**src/rtl/simt_pkg.sv**
```systemverilog
// Shared definitions for the SIMT reconvergence controller: scheduler state
// encoding, reconvergence stack entry kinds, the default-geometry stack entry
// layout and a small NZP condition helper.
package simt_pkg;

    // Scheduler state in which the controller commits PC / mask updates.
    localparam logic [3:0] CORE_UPDATE = 4'd6;

    // Default block geometry.
    localparam int SIMT_TPB         = 4;
    localparam int SIMT_STACK_DEPTH = 4;
    localparam int SIMT_PC_BITS     = 8;

    // RECONV entries come from SSY (join point), DIV entries from a split branch.
    typedef enum logic [0:0] {
        KIND_RECONV = 1'b0,
        KIND_DIV    = 1'b1
    } entry_kind_e;

    // Stack entry layout at the default geometry; the top module declares the
    // same layout sized by its own parameters.
    typedef struct packed {
        entry_kind_e               kind;
        logic [SIMT_PC_BITS-1:0]   pc;
        logic [SIMT_TPB-1:0]       mask;
    } stack_entry_t;

    // A lane takes a conditional branch when any of its NZP flags matches.
    function automatic logic nzp_match(input logic [2:0] flags, input logic [2:0] cond);
        return |(flags & cond);
    endfunction

endpackage

```
**src/rtl/simt_stack_mem.sv**
```systemverilog
// LIFO storage for reconvergence entries. Push into a full stack and pop from
// an empty stack are ignored here; the controller flags those conditions.
module simt_stack_mem #(
    parameter int DEPTH = 4,
    parameter int WIDTH = 13
) (
    input  logic                         clk,
    input  logic                         reset_n,
    input  logic                         i_clr,
    input  logic                         i_push,
    input  logic                         i_pop,
    input  logic [WIDTH-1:0]             i_data,
    output logic [WIDTH-1:0]             o_top,
    output logic [$clog2(DEPTH+1)-1:0]   o_depth,
    output logic                         o_full,
    output logic                         o_empty
);
    localparam int DW = $clog2(DEPTH+1);

    logic [WIDTH-1:0] r_mem [DEPTH];
    logic [DW-1:0]    r_count;
    logic [DW-1:0]    w_top_idx;

    assign o_depth   = r_count;
    assign o_full    = (r_count == DW'(DEPTH));
    assign o_empty   = (r_count == {DW{1'b0}});
    assign w_top_idx = r_count - DW'(1);

    // Select the most recently pushed entry (zero when empty).
    always_comb begin
        o_top = {WIDTH{1'b0}};
        for (int k = 0; k < DEPTH; k++) begin
            o_top = o_top | ({WIDTH{(!o_empty) && (w_top_idx == DW'(k))}} & r_mem[k]);
        end
    end

    // Entry storage and occupancy counter; clear empties the stack.
    always_ff @(posedge clk or negedge reset_n) begin
        if (!reset_n) begin
            r_count <= {DW{1'b0}};
            for (int k = 0; k < DEPTH; k++) begin
                r_mem[k] <= {WIDTH{1'b0}};
            end
        end else if (i_clr) begin
            r_count <= {DW{1'b0}};
        end else if (i_push && !o_full) begin
            for (int k = 0; k < DEPTH; k++) begin
                if (r_count == DW'(k)) begin
                    r_mem[k] <= i_data;
                end else begin
                    r_mem[k] <= r_mem[k];
                end
            end
            r_count <= r_count + DW'(1);
        end else if (i_pop && !o_empty) begin
            r_count <= r_count - DW'(1);
        end else begin
            r_count <= r_count;
        end
    end

endmodule

```
**src/rtl/simt_reconv_unit.sv**
```systemverilog
// Shared PC and divergence/reconvergence controller for a SIMT core.
// Optional build macro SIMT_DIV_STATS_EN enables the divergence counter and
// stack high-water mark; without it those outputs are tied to zero.
module simt_reconv_unit
    import simt_pkg::*;
#(
    parameter int THREADS_PER_BLOCK = 4,
    parameter int STACK_DEPTH       = 4,
    parameter int PC_BITS           = 8
) (
    input  logic                                  clk,
    input  logic                                  reset_n,
    input  logic                                  start,
    input  logic [$clog2(THREADS_PER_BLOCK):0]    thread_count,
    input  logic [3:0]                            core_state,
    input  logic                                  decoded_pc_mux,
    input  logic                                  decoded_jump,
    input  logic                                  decoded_ssy,
    input  logic                                  decoded_sync,
    input  logic                                  decoded_ret,
    input  logic [2:0]                            decoded_nzp,
    input  logic [PC_BITS-1:0]                    decoded_immediate,
    input  logic [3*THREADS_PER_BLOCK-1:0]        nzp,
    output logic [PC_BITS-1:0]                    current_pc,
    output logic [THREADS_PER_BLOCK-1:0]          thread_mask,
    output logic [$clog2(STACK_DEPTH+1)-1:0]      stack_depth,
    output logic                                  all_retired,
    output logic                                  stack_overflow,
    output logic                                  stack_underflow,
    output logic [15:0]                           div_count,
    output logic [$clog2(STACK_DEPTH+1)-1:0]      max_depth
);
    localparam int TPB = THREADS_PER_BLOCK;
    localparam int DW  = $clog2(STACK_DEPTH+1);
    localparam int TCW = $clog2(TPB) + 1;

    typedef struct packed {
        entry_kind_e          kind;
        logic [PC_BITS-1:0]   pc;
        logic [TPB-1:0]       mask;
    } entry_t;
    localparam int EW = $bits(entry_t);

    logic [PC_BITS-1:0] r_pc, w_pc_nxt, w_pc_inc;
    logic [TPB-1:0]     r_mask, w_mask_nxt, r_retired, w_retired_nxt;
    logic [TPB-1:0]     w_launch, w_taken;
    logic               r_all_retired, w_all_nxt, r_ovf, r_unf;
    logic               w_in_update, w_push_req, w_push, w_pop, w_ovf_set, w_unf_set;
    logic               w_full, w_empty;
    entry_t             w_push_entry, w_top;

    assign current_pc      = r_pc;
    assign thread_mask     = r_mask;
    assign all_retired     = r_all_retired;
    assign stack_overflow  = r_ovf;
    assign stack_underflow = r_unf;

    assign w_in_update = (core_state == CORE_UPDATE) && !start;
    assign w_pc_inc    = r_pc + PC_BITS'(1);
    assign w_push      = w_push_req & ~w_full;
    assign w_ovf_set   = w_push_req & w_full;

    simt_stack_mem #(.DEPTH(STACK_DEPTH), .WIDTH(EW)) u_stack (
        .clk     (clk),
        .reset_n (reset_n),
        .i_clr   (start),
        .i_push  (w_push),
        .i_pop   (w_pop),
        .i_data  (w_push_entry),
        .o_top   (w_top),
        .o_depth (stack_depth),
        .o_full  (w_full),
        .o_empty (w_empty)
    );

    // Launch mask (lanes below thread_count, capped at TPB) and per-lane branch outcome.
    always_comb begin
        w_launch = '0;
        w_taken  = '0;
        for (int i = 0; i < TPB; i++) begin
            w_launch[i] = (TCW'(i) < thread_count);
            w_taken[i]  = r_mask[i] & nzp_match(nzp[3*i +: 3], decoded_nzp);
        end
    end

    // Next PC / mask / retirement and stack request for the current UPDATE step.
    always_comb begin
        w_pc_nxt      = r_pc;
        w_mask_nxt    = r_mask;
        w_retired_nxt = r_retired;
        w_all_nxt     = r_all_retired;
        w_push_req    = 1'b0;
        w_pop         = 1'b0;
        w_unf_set     = 1'b0;
        w_push_entry  = '{kind: KIND_RECONV, pc: decoded_immediate, mask: r_mask};
        if (!w_in_update) begin
            w_pc_nxt = r_pc;
        end else if (r_mask == '0) begin
            // No live lane: unwind one level as a SYNC would, or finish the block.
            if (!w_empty) begin
                w_pop      = 1'b1;
                w_mask_nxt = w_top.mask & ~r_retired;
                w_pc_nxt   = (w_top.kind == KIND_DIV) ? w_top.pc : w_pc_inc;
            end else begin
                w_all_nxt = r_all_retired | (&r_retired);
            end
        end else if (decoded_ret) begin
            w_retired_nxt = r_retired | r_mask;
            if (!w_empty) begin
                w_pop      = 1'b1;
                w_mask_nxt = w_top.mask & ~w_retired_nxt;
                w_pc_nxt   = w_top.pc;
            end else begin
                w_mask_nxt = '0;
                w_all_nxt  = r_all_retired | (&w_retired_nxt);
            end
        end else if (decoded_sync) begin
            if (!w_empty) begin
                w_pop      = 1'b1;
                w_mask_nxt = w_top.mask & ~r_retired;
                w_pc_nxt   = (w_top.kind == KIND_DIV) ? w_top.pc : w_pc_inc;
            end else begin
                w_pc_nxt  = w_pc_inc;
                w_unf_set = 1'b1;
            end
        end else if (decoded_ssy) begin
            w_push_req = 1'b1;
            w_pc_nxt   = w_pc_inc;
        end else if (decoded_jump) begin
            w_pc_nxt = decoded_immediate;
        end else if (decoded_pc_mux) begin
            if (w_taken == r_mask) begin
                w_pc_nxt = decoded_immediate;
            end else if (w_taken == '0) begin
                w_pc_nxt = w_pc_inc;
            end else begin
                // Split: run the taken lanes first, park the rest at the fall-through.
                w_push_req   = 1'b1;
                w_push_entry = '{kind: KIND_DIV, pc: w_pc_inc, mask: r_mask & ~w_taken};
                w_mask_nxt   = w_taken;
                w_pc_nxt     = decoded_immediate;
            end
        end else begin
            w_pc_nxt = w_pc_inc;
        end
    end

    // Architectural state: launch on start, otherwise commit the computed step.
    always_ff @(posedge clk or negedge reset_n) begin
        if (!reset_n) begin
            r_pc          <= '0;
            r_mask        <= '0;
            r_retired     <= '0;
            r_all_retired <= 1'b0;
            r_ovf         <= 1'b0;
            r_unf         <= 1'b0;
        end else if (start) begin
            r_pc          <= '0;
            r_mask        <= w_launch;
            r_retired     <= ~w_launch;
            r_all_retired <= 1'b0;
            r_ovf         <= 1'b0;
            r_unf         <= 1'b0;
        end else begin
            r_pc          <= w_pc_nxt;
            r_mask        <= w_mask_nxt;
            r_retired     <= w_retired_nxt;
            r_all_retired <= w_all_nxt;
            r_ovf         <= r_ovf | w_ovf_set;
            r_unf         <= r_unf | w_unf_set;
        end
    end

`ifdef SIMT_DIV_STATS_EN
    logic          w_div;
    logic [DW-1:0] w_depth_nxt;
    logic [15:0]   r_div_count;
    logic [DW-1:0] r_max_depth;

    assign w_div = w_in_update && (r_mask != '0) && !decoded_ret && !decoded_sync &&
                   !decoded_ssy && !decoded_jump && decoded_pc_mux &&
                   (w_taken != '0) && (w_taken != r_mask);
    assign w_depth_nxt = stack_depth + DW'(w_push) - DW'(w_pop);
    assign div_count   = r_div_count;
    assign max_depth   = r_max_depth;

    // Saturating divergence counter and stack high-water mark.
    always_ff @(posedge clk or negedge reset_n) begin
        if (!reset_n) begin
            r_div_count <= 16'd0;
            r_max_depth <= '0;
        end else if (start) begin
            r_div_count <= 16'd0;
            r_max_depth <= '0;
        end else begin
            if (w_div && (r_div_count != 16'hFFFF)) begin
                r_div_count <= r_div_count + 16'd1;
            end else begin
                r_div_count <= r_div_count;
            end
            if (w_depth_nxt > r_max_depth) begin
                r_max_depth <= w_depth_nxt;
            end else begin
                r_max_depth <= r_max_depth;
            end
        end
    end
`else
    assign div_count = 16'd0;
    assign max_depth = '0;
`endif

endmodule
```
**config.mk**
```make
export PLATFORM = sky130hd
export DESIGN_NAME = simt_reconv_unit
export DESIGN_NICKNAME = d
export VERILOG_FILES = /design/src/rtl/simt_pkg.sv /design/src/rtl/simt_stack_mem.sv /design/src/rtl/simt_reconv_unit.sv
export SDC_FILE = /design/constraint.sdc
export NUM_CORES = 1
export LEC_CHECK = 0
export CAP_MARGIN = 25
export CORE_UTILIZATION = 51
export DETAILED_ROUTE_END_ITERATION = 7
export DONT_BUFFER_PORTS = 1
export MAX_ROUTING_LAYER = met4
export PLACE_DENSITY = 0.66
export SETUP_SLACK_MARGIN = 0.3
export SYNTH_ARGS = -nofsm -noshare
export SYNTH_HDL_FRONTEND = slang
export SYNTH_SLANG_ARGS = --single-unit
```
**constraint.sdc**
```tcl
create_clock -name clk -period 2.8 [get_ports clk]
set_input_delay 0.42 -clock clk [delete_from_list [all_inputs] [get_ports clk]]
set_output_delay 0.42 -clock clk [all_outputs]
set_load 0.01 [all_outputs]
```
After elaboration in Yosys (flattened, before gate mapping)
Index checks and enable logic that the tools add are counted.
{ "classes": {"n_addsub": 3, "n_lt_le_gt_ge": 4, "eq_ne": 16, "mux": 69, "bitwise_logic": 31, "reduce_logical": 34} }
{ "op_table": {"columns": ["cell", "n"], "rows": [
  ["$mux W13", 9],
  ["$mux W8", 14],
  ["$mux W4", 16],
  ["$and A13 B13 Y13", 4],
  ["$or A13 B13 Y13", 3],
  ["$mux W1", 27],
  ["$reduce_and A3 Y1", 7],
  ["$not A4 Y4", 4],
  ["$and A3 B3 Y3", 4],
  ["$and A4 B4 Y4", 3],
  ["$eq A3 B2 Y1 const B", 4],
  ["$reduce_or A3 Y1", 4],
  ["$ne A5 B2 Y1 const B", 2],
  ["$ne A5 B5 Y1 const B", 2],
  ["$mux W3", 3],
  ["$add A8 B1 Y8 const B", 1],
  ["$logic_not A4 Y1", 2],
  ["$reduce_and A4 Y1", 2],
  ["$logic_and A1 B1 Y1", 7],
  ["$and A1 B1 Y1", 6],
  ["$eq A3 B1 Y1 const B", 2],
  ["$logic_not A3 Y1", 2],
  ["$lt A1 B3 Y1 const A", 2],
  ["$lt A2 B3 Y1 const A", 2],
  ["15 further kinds", 25]
]} }
{ "totals": {"reg_bits": 74, "input_bits": 38, "out_inout_bits": 37, "word_cells": 168} }

Longest topological paths before layout
Gate-level depths: netlist of the first run.
{ "logic_depth": {"word_depth": 17, "mapped_depth": 11, "ltp_nobuf": 9} }

By module
From an unflattened synthesis of the first run, not the netlist that was laid out.
{ "unflattened": {"cells_unflattened": 502, "hier_area_um2": 5137.4} }
{ "modules_own_cells": {"columns": ["mod", "instances", "cells_each", "area_per_inst_um2", "seq_area_each_um2"], "rows": [
  ["simt_stack_mem", 1, 218, 2924.1, 1376.3],
  ["simt_reconv_unit", 1, 284, 2213.4, 475.5]
]} }

Least setup slack after synthesis of the first run
No wires, ideal clock.
{ "synth_path": {"path_type": "register to register", "startpoint": "register u_stack.r_count[0] (netlist: u_stack.o_depth[0])", "endpoint": "register r_pc[6] (netlist: current_pc[6])", "setup_ps": 116, "t_arrival_ps": 2360, "required_ps": 2684, "setup_slack_ps": 324, "stages_incl_launch_ff": 12, "n_path_buf": 2, "period_less_slack_ps": 2476, "path_cell_list": "dfrtp_1 inv_1 ha_1 or3_1 clkbuf_1 a21boi_0 clkbuf_1 a221oi_1 and2_1 o21ai_0 o211ai_1 o311ai_0"} }
{ "synth_via": {"elab_chain_cells": 14, "elab_cells_between_ends": 30, "cone_classes": "1 x add/sub; 5 x eq/ne; 9 x mux; 7 x bitwise; 8 x reduce/logical"} }
{ "synth_rtl": {"columns": ["item", "line", "source"], "rows": [
  ["start, declared", "simt_stack_mem.sv:21", "logic [DW-1:0] r_count;"],
  ["start signal, assigned", "simt_stack_mem.sv:40", "r_count <= {DW{1'b0}};"],
  ["start signal, assigned", "simt_stack_mem.sv:45", "r_count <= {DW{1'b0}};"],
  ["start signal, assigned", "simt_stack_mem.sv:54", "r_count <= r_count + DW'(1);"],
  ["$sub A3 B1 Y3 or $logic_not A3 Y1 (tied branches)", "simt_stack_mem.sv:27, simt_stack_mem.sv:26", null],
  ["$eq A3 B1 Y1 (tied with other cells)", "simt_stack_mem.sv:33", "o_top = o_top | ({WIDTH{(!o_empty) && (w_top_idx == DW'(k))}} & r_mem[k]);"],
  ["$logic_and A1 B1 Y1", "simt_stack_mem.sv:33", null],
  ["$and A13 B13 Y13", "simt_stack_mem.sv:33", null],
  ["$or A13 B13 Y13 (3 in series)", "simt_stack_mem.sv:33", null],
  ["$mux W8", "simt_reconv_unit.sv:103, simt_reconv_unit.sv:121", null],
  ["$mux W8", "simt_reconv_unit.sv:118", "if (!w_empty) begin"],
  ["$mux W8", "simt_reconv_unit.sv:117", "end else if (decoded_sync) begin"],
  ["$mux W8", "simt_reconv_unit.sv:107", "end else if (decoded_ret) begin"],
  ["$mux W8", "simt_reconv_unit.sv:98", "end else if (r_mask == '0) begin"],
  ["$mux W8", "simt_reconv_unit.sv:96", "if (!w_in_update) begin"],
  ["$mux W8", "simt_reconv_unit.sv:157", "end else if (start) begin"],
  ["end signal, assigned", "simt_reconv_unit.sv:165", "r_pc <= w_pc_nxt;"],
  ["end, declared", "simt_reconv_unit.sv:44", "logic [PC_BITS-1:0] r_pc, w_pc_nxt, w_pc_inc;"]
]} }
Parallel ways exist; a longest one is shown, timed or not. The select of a mux whose other input is x is not followed.
A chain may end at the register's enable or synchronous reset.

Worst setup path after layout of the first run
{ "layout_path": {"startpoint": "register r_mask[2] (netlist: thread_mask[2])", "endpoint": "register u_stack.r_mem[1] (netlist bit)"} }
{ "layout_via": {"elab_chain_cells": 14, "elab_cells_between_ends": 25, "cone_classes": "1 x eq/ne; 18 x mux; 2 x bitwise; 4 x reduce/logical"} }
{ "layout_rtl": {"columns": ["item", "line", "source"], "rows": [
  ["start, declared", "simt_reconv_unit.sv:45", "logic [TPB-1:0] r_mask, w_mask_nxt, r_retired, w_retired_nxt;"],
  ["start signal, assigned", "simt_reconv_unit.sv:159", "r_mask <= w_launch;"],
  ["start signal, assigned", "simt_reconv_unit.sv:166", "r_mask <= w_mask_nxt;"],
  ["$and A1 B1 Y1", "simt_reconv_unit.sv:82", "w_taken[i] = r_mask[i] & nzp_match(nzp[3*i +: 3], decoded_nzp);"],
  ["$logic_not A4 Y1", "simt_reconv_unit.sv:134", "end else if (w_taken == '0) begin"],
  ["$mux W1", "simt_reconv_unit.sv:134", null],
  ["$mux W1", "simt_reconv_unit.sv:132", "if (w_taken == r_mask) begin"],
  ["$mux W1", "simt_reconv_unit.sv:131", "end else if (decoded_pc_mux) begin"],
  ["$mux W1", "simt_reconv_unit.sv:129", "end else if (decoded_jump) begin"],
  ["$mux W1", "simt_reconv_unit.sv:126", "end else if (decoded_ssy) begin"],
  ["$mux W1", "simt_reconv_unit.sv:117", null],
  ["$mux W1", "simt_reconv_unit.sv:107", null],
  ["$mux W1", "simt_reconv_unit.sv:98", null],
  ["$mux W1", "simt_reconv_unit.sv:96", null],
  ["$and A1 B1 Y1", "simt_reconv_unit.sv:60", "assign w_push = w_push_req & ~w_full;"],
  ["$logic_and A1 B1 Y1", "simt_stack_mem.sv:46", "end else if (i_push && !o_full) begin"],
  ["$reduce_and A3 Y1 (no line)", null, null],
  ["end signal, assigned by index", "simt_stack_mem.sv:42", "r_mem[k] <= {WIDTH{1'b0}};"],
  ["end signal, assigned by index", "simt_stack_mem.sv:49", "r_mem[k] <= i_data;"],
  ["end signal, assigned by index", "simt_stack_mem.sv:51", "r_mem[k] <= r_mem[k];"],
  ["end, declared", "simt_stack_mem.sv:20", "logic [WIDTH-1:0] r_mem [DEPTH];"]
]} }
Parallel ways exist; a longest one is shown, timed or not.

==> flow_summary.toml, run 1 <==
[timing]
tightest_slew_ns = 0.731
skew_ns = 0.0120
max_slew_margin_pct = 51.2
setup_viol = 0
layout_min_cycle_time_ns = 2.37
finalHoldViolCount = 0
clock.fmax_mhz = 422
finalCritPeriodShare_pct = 84.6
holdWs_ns = 0.131
finalMaxSlewViolations = 0
fin_setup_tns_ns = 0
rsz0062_at_grt = "true"

[drt]
wirelength_um = 12100
ant_nets = 0
via_count = 3828
avgRoutedWirePerCell_um = 19.6
drt_iter0_drc = 329
via_per_inst = 6.19
drc_errors = 0
dr.pass1.iters = 4

[final_layout]
area_growth_pct = 11.8
final_area_um2 = 5380
drive_gt1_share_pct = 29.4
nNetsFinal = 548
antennaDiodeCount = 0
utilization_pct = 58.4

[synth]
seq_area_frac_synth_pct = 38.5
syn-cell-area_um2 = 4810
ys.warnings.count = 0
synth-edff-count = 0
syn_inst = 473
synthArstFlopShare_pct = 100
avgSynthCellArea_um2 = 10.2
synth_seq_cells = 74
synth_cell_type_count = 68
synthFlopType = "dfrtp_1"

[placed_design]
routabilityCongestion = 0.922
placed_cell_area_um2 = 5010
io_buffer_count = 0
hpwl_um = 8610

[pwr]
p_clk_share_pct = 36.7
p_sw_share_pct = 29.6
power_density_nw_per_um2 = 447
pwr-share-seq_pct = 47.8
vdd_drop_max_mv = 0.237
total_power_uw = 2400
internal-power_uw = 1690
p_leak_uw = 0.00232
p_sw_uw = 710
pwr-share-comb_pct = 15.5

[critical_path]
crit_path_top_delay_cell = "nor2_2"
crit_type = "reg -> reg"
required_ns = 3.04
crit_start = "thread_mask[2]"
cp-start-kind = "flip-flop"
r2r-start = "thread_mask[2]"
rrSetupSlack_ns = 0.43
cp_common_cell = "nand4_1"
crit_arrival_ns = 2.61
r2r-end = "u_stack.r_mem[1]"
critical_path.endpoint_type = "flip-flop"
reg2reg_depth = 7
cp_max_fo = 13
cp_cell_sequence = "buf_4, nand2b_1, nand4_1, nand4_1, and2_2, nor2_2, mux2_2"
cp-endpoint = "u_stack.r_mem[1]"
crit_path_max_incr_delay_ns = 0.59

[global_route]
grt_remaining_overflow = 0
grt.total_usage_pct = 25.9
grt_pass1_vias = 3740
grt_max_degree = 75
antenna_found_initial = 0
grt_pass1_wl_um = 19300

[clock_network]
clk_path_buf_depth = 2
cts_buffers = 9
cts_tree = "yes"
cts_sinks = 74
clk_pin_slew_ns = 0.08
cts_max_level = 3
worst_skew_pair.late_latency_ns = 0.36
clockRootBuffer = "clkbuf_8"

[floorplan]
die_h_um = 99.1
die_w_um = 99.1
num_rows = 35
start_util_pct = 52.3
core_um2 = 9200
die-area_um2 = 9820
io_pins = 75

[run_status]
status = "finished, final reports clean"

[worst_hold_path]
hold_depth = 1
hold_class = "in -> reg"

[run]
cap_violations = 0
==> worst max-delay path: cells and delay by family (launching register included) <==
kind,cells,cell delay [ns]
and+or+nand+nor,5,1.22
DFF,1,0.44
muxes,1,0.41
buffers and inverters,1,0.18
==> how the worst min path moves through the flow <==
| stage | slack, ns | from | end |
|---|---|---|---|
| final | 0.13 | start | u_stack.o_depth[0] |
| after global routing | 0.12 | start | u_stack.o_depth[0] |
| after CTS | 0.11 | start | u_stack.o_depth[0] |
| after detailed placement | 0.13 | reset_n | current_pc[6] |
| after global placement | 0.13 | reset_n | current_pc[6] |
| after floorplan | 0.12 | reset_n | all_retired |
==> kinds of logic after synthesis <==
group                      Yosys count  synth area share, %
adders and majority gates            8                 2.08
muxes                               72                 18.2
other                                1               0.0780
and+or+nand+nor                    116                 13.0
DFF                                 74                 38.5
buffers and inverters               59                 7.18
xor gates and xnor gates             7                 1.28
AOI/OAI and AO/OA                  136                 19.7
==> cell usage in the layout, fill, tap and decap left out, types with 7 or more instances in the layout <==
master and count:
mux2_2 43, inv_1 12, a21oi_1 19, a31oi_1 7, conb_1 19, buf_4 40
mux2i_1 9, nor2_1 28, mux2_4 20, o21ai_0 30, dfrtp_1 74, ha_1 7
nand2_1 31, clkbuf_8 9, a22oi_1 19, nand3_1 8
==> timing repair <==
item,CTS,global route
gates resized for setup,0,15
endpoints found under the setup margin,0,35
hold buffers,2,0
buffers inserted,0,8
endpoints found under the hold margin,74,0
==> sequential cells by signal, indices dropped and copies added, names as in the netlist <==
| name | count |
|---|---|
| u_stack.r_mem | 52 |
| stack_underflow | 1 |
| thread_mask | 4 |
| u_stack.o_depth | 3 |
| r_retired | 4 |
| current_pc | 8 |
| stack_overflow | 1 |
| all_retired | 1 |
==> power by group through the flow <==
stage	sequential, µW	clock, µW	combinational, µW
after floorplan	1160	0	267
after global placement	1170	0	320
after detailed placement	1170	0	323
after CTS	1150	903	353
after global routing	1150	931	404
final	1150	882	371
==> stage by stage <==
stage / instances / setup slack (ns)
after floorplan: 491 / 0.324
after global placement: 592 / 0.167
final: 618 / 0.431
after global routing: 618 / 0.248
after CTS: 610 / 0.313
after detailed placement: 592 / 0.0964
==> final cells by class <==
class | count | area, µm²
fillers | 798 | 3820
clock buffers | 9 | 124
repair buffers | 46 | 400
clock inverters | 7 | 83.8
well taps | 111 | 139
flip-flops and latches | 74 | 1850
multi-input cells | 358 | 2730
inverters | 13 | 48.8
==> metal layers <==
layer / vias to the layer above / share of wire, % / GRT usage (%)
li1: 1781 / - / -
met1: 1865 / 46 / 35.1
met2: 161 / 46 / 39.6
met3: 21 / 6.2 / 4.40
met4: 0 / 1.9 / 8.37
met5: - / 0 / -
==> synthesized netlist by cell type, types with 6 or more instances <==
library cell  instances  area share (%)
mux2_2               43              10
inv_1                13             1.0
or3_1                 6            0.78
clkbuf_1             11            0.86
mux2_4               20             6.2
a221oi_1              7             1.3
a21oi_1              20             2.1
nand2_1              32             2.5
nand2b_1              6            0.78
dfrtp_1              74              39
mux2i_1               9             1.9
a31oi_1               7            0.91
o21ai_0              31             3.2
o31ai_1               6            0.94
ha_1                  8             2.1
buf_2                 9            0.94
buf_4                22             3.4
nor2_1               28             2.2
nor3_1                6            0.62
a22oi_1              20             3.1
a21boi_0              6            0.94
nand3_1               8            0.83
No activity file was read; power rests on OpenSTA's default activity.
==> run 2, diff against run 1 <==
- clock period: 2.8 -> 2.3 ns (I/O delays scaled with it)
==> flow_summary.toml, run 2 (same netlist as run 1, synthesis figures left out) <==
[clock_network]
clk_pin_slew_ns = 0.09
cts_buffers = 9
clockRootBuffer = "clkbuf_8"
clk_path_buf_depth = 2
cts_tree = "yes"
cts_max_level = 3
worst_skew_pair.late_latency_ns = 0.37
cts_sinks = 74

[final_layout]
drive_gt1_share_pct = 47.5
nNetsFinal = 610
largest_register_ffs = 52
multi_input_area_um2 = 3150
layoutNonFillerInstCount = 680
regArea_um2 = 1850
antennaDiodeCount = 0
top_register = "u_stack.r_mem"
final_common_cell = "buf_4"
fill_cells = 610
area_growth_pct = 34.5
layout_common_cells = "buf_4, dfrtp_1, mux2_4, nand2_1, mux2_2"

[timing]
tightest_slew_ns = 0.506
setup_viol = 1
finalCritPeriodShare_pct = 101
rsz0062_at_grt = "true"
clock.fmax_mhz = 428
holdWs_ns = -0.342
finalMaxSlewViolations = 0
finalWorstSetupSlack_ns = -0.0341
layout_min_cycle_time_ns = 2.33
skew_ns = 0.0103
max_slew_margin_pct = 66.2
finalHoldViolCount = 74

[floorplan]
io_pins = 75
die-area_um2 = 9820
num_rows = 35
core_um2 = 9200
start_util_pct = 52.3
die_h_um = 99.1
die_w_um = 99.1

[critical_path]
crit_arrival_ns = 2.64
cp-start-kind = "flip-flop"
cp_max_fo = 4
critical_path.endpoint_type = "flip-flop"
rrSetupSlack_ns = -0.03
crit_type = "reg -> reg"
required_ns = 2.61

[drt]
dr.pass1.iters = 4
wl_met1_um = 6450
via_count = 4286
drc_errors = 0
wl_met2_um = 7340
routed.top_layer = "met4"
wl_met3_um = 986
via_per_inst = 6.30
ant_nets = 0
wirelength_um = 15100
drt_iter0_drc = 292
avgRoutedWirePerCell_um = 22.2

[placed_design]
dp_cells = 629
preCtsSetupSlack_ns = -0.260
routabilityCongestion = 0.923
hpwl_um = 9360
io_buffer_count = 0

[global_route]
grt_pass1_vias = 4233
grt_max_degree = 75
antenna_found_initial = 0
grt_remaining_overflow = 0
grt_pass1_wl_um = 22700
grt.total_usage_pct = 31.0

[pwr]
power_density_nw_per_um2 = 498
vdd_drop_max_mv = 0.302
p_leak_uw = 0.00284

[worst_hold_path]
hold_class = "in -> async"

[run_status]
status = "finished, violations left"
violations = "negative hold slack, negative setup slack"

[run]
cap_violations = 0
-- run 2: where the power goes --
part / leakage, µW / switching [µW] / total [µW] / internal [µW]
logic: 0.00171 / 303 / 609 / 305
clock network: 0.000115 / 576 / 1200 / 623
registers: 0.00101 / 58.5 / 1410 / 1350
total: 0.00284 / 938 / 3220 / 2280
-- run 2: stage by stage --
step | area [µm²] | hold slack [ns] | setup TNS [ns] | utilization [%] | total power, µW
after global placement | 5410 | 0.0507 | -8.29 | 58.8 | 1900
after detailed placement | 5410 | 0.0504 | -10.93 | 58.8 | 1910
after global routing | 6460 | -0.359 | -0.387 | 70.3 | 3320
final | 6460 | -0.342 | -0.0341 | 70.3 | 3220
after floorplan | 5030 | 0.0494 | -0.570 | - | 1760
after CTS | 6220 | -0.354 | 0 | 67.7 | 3170
-- run 2: worst paths after layout --
check | from | to | cells after the start
setup / recovery | u_stack.o_depth[0] | thread_mask[1] | 9
hold / removal | reset_n | current_pc[5] | 0
setup reg to reg | u_stack.o_depth[0] | thread_mask[1] | 9
hold reg to reg | u_stack.r_mem[2] | u_stack.r_mem[2] | 1
max in group asynchronous | reset_n | u_stack.o_depth[1] | 0
min in group clk | start | u_stack.o_depth[1] | 1
-- run 2: what timing repair did --
action,4_1_cts,5_1_grt
setup buffers,25,7
gates resized for setup,98,43
pin swaps,43,31
setup endpoints to repair,66,67
cloned,2,1
hold endpoints to repair,74,74
-- run 2: final cells by class --
class / instances / share of cell area [%]
Timing Repair Buffer: 108 / 16.1
Tap cell: 111 / 2.15
Clock inverter: 7 / 1.55
Inverter: 13 / 0.832
Sequential cell: 74 / 28.7
Clock buffer: 9 / 1.92
Multi-Input combinational cell: 358 / 48.7
-- run 2: per-layer routing --
metal  vias to the layer above  global-route usage, %
met5                         -                      -
met1                      2127                   40.6
met4                         0                   12.4
met3                        29                   4.96
li1                       1912                      -
met2                       218                   48.4
-- run 2: critical path: stages (launching register included) --
cell      delay, ns
dfrtp_2        0.43
inv_4          0.07
ha_4           0.18
or3_4          0.45
a21boi_4       0.24
buf_4          0.16
a221o_1        0.18
a32oi_2        0.13
o31ai_2        0.27
mux2_4         0.18
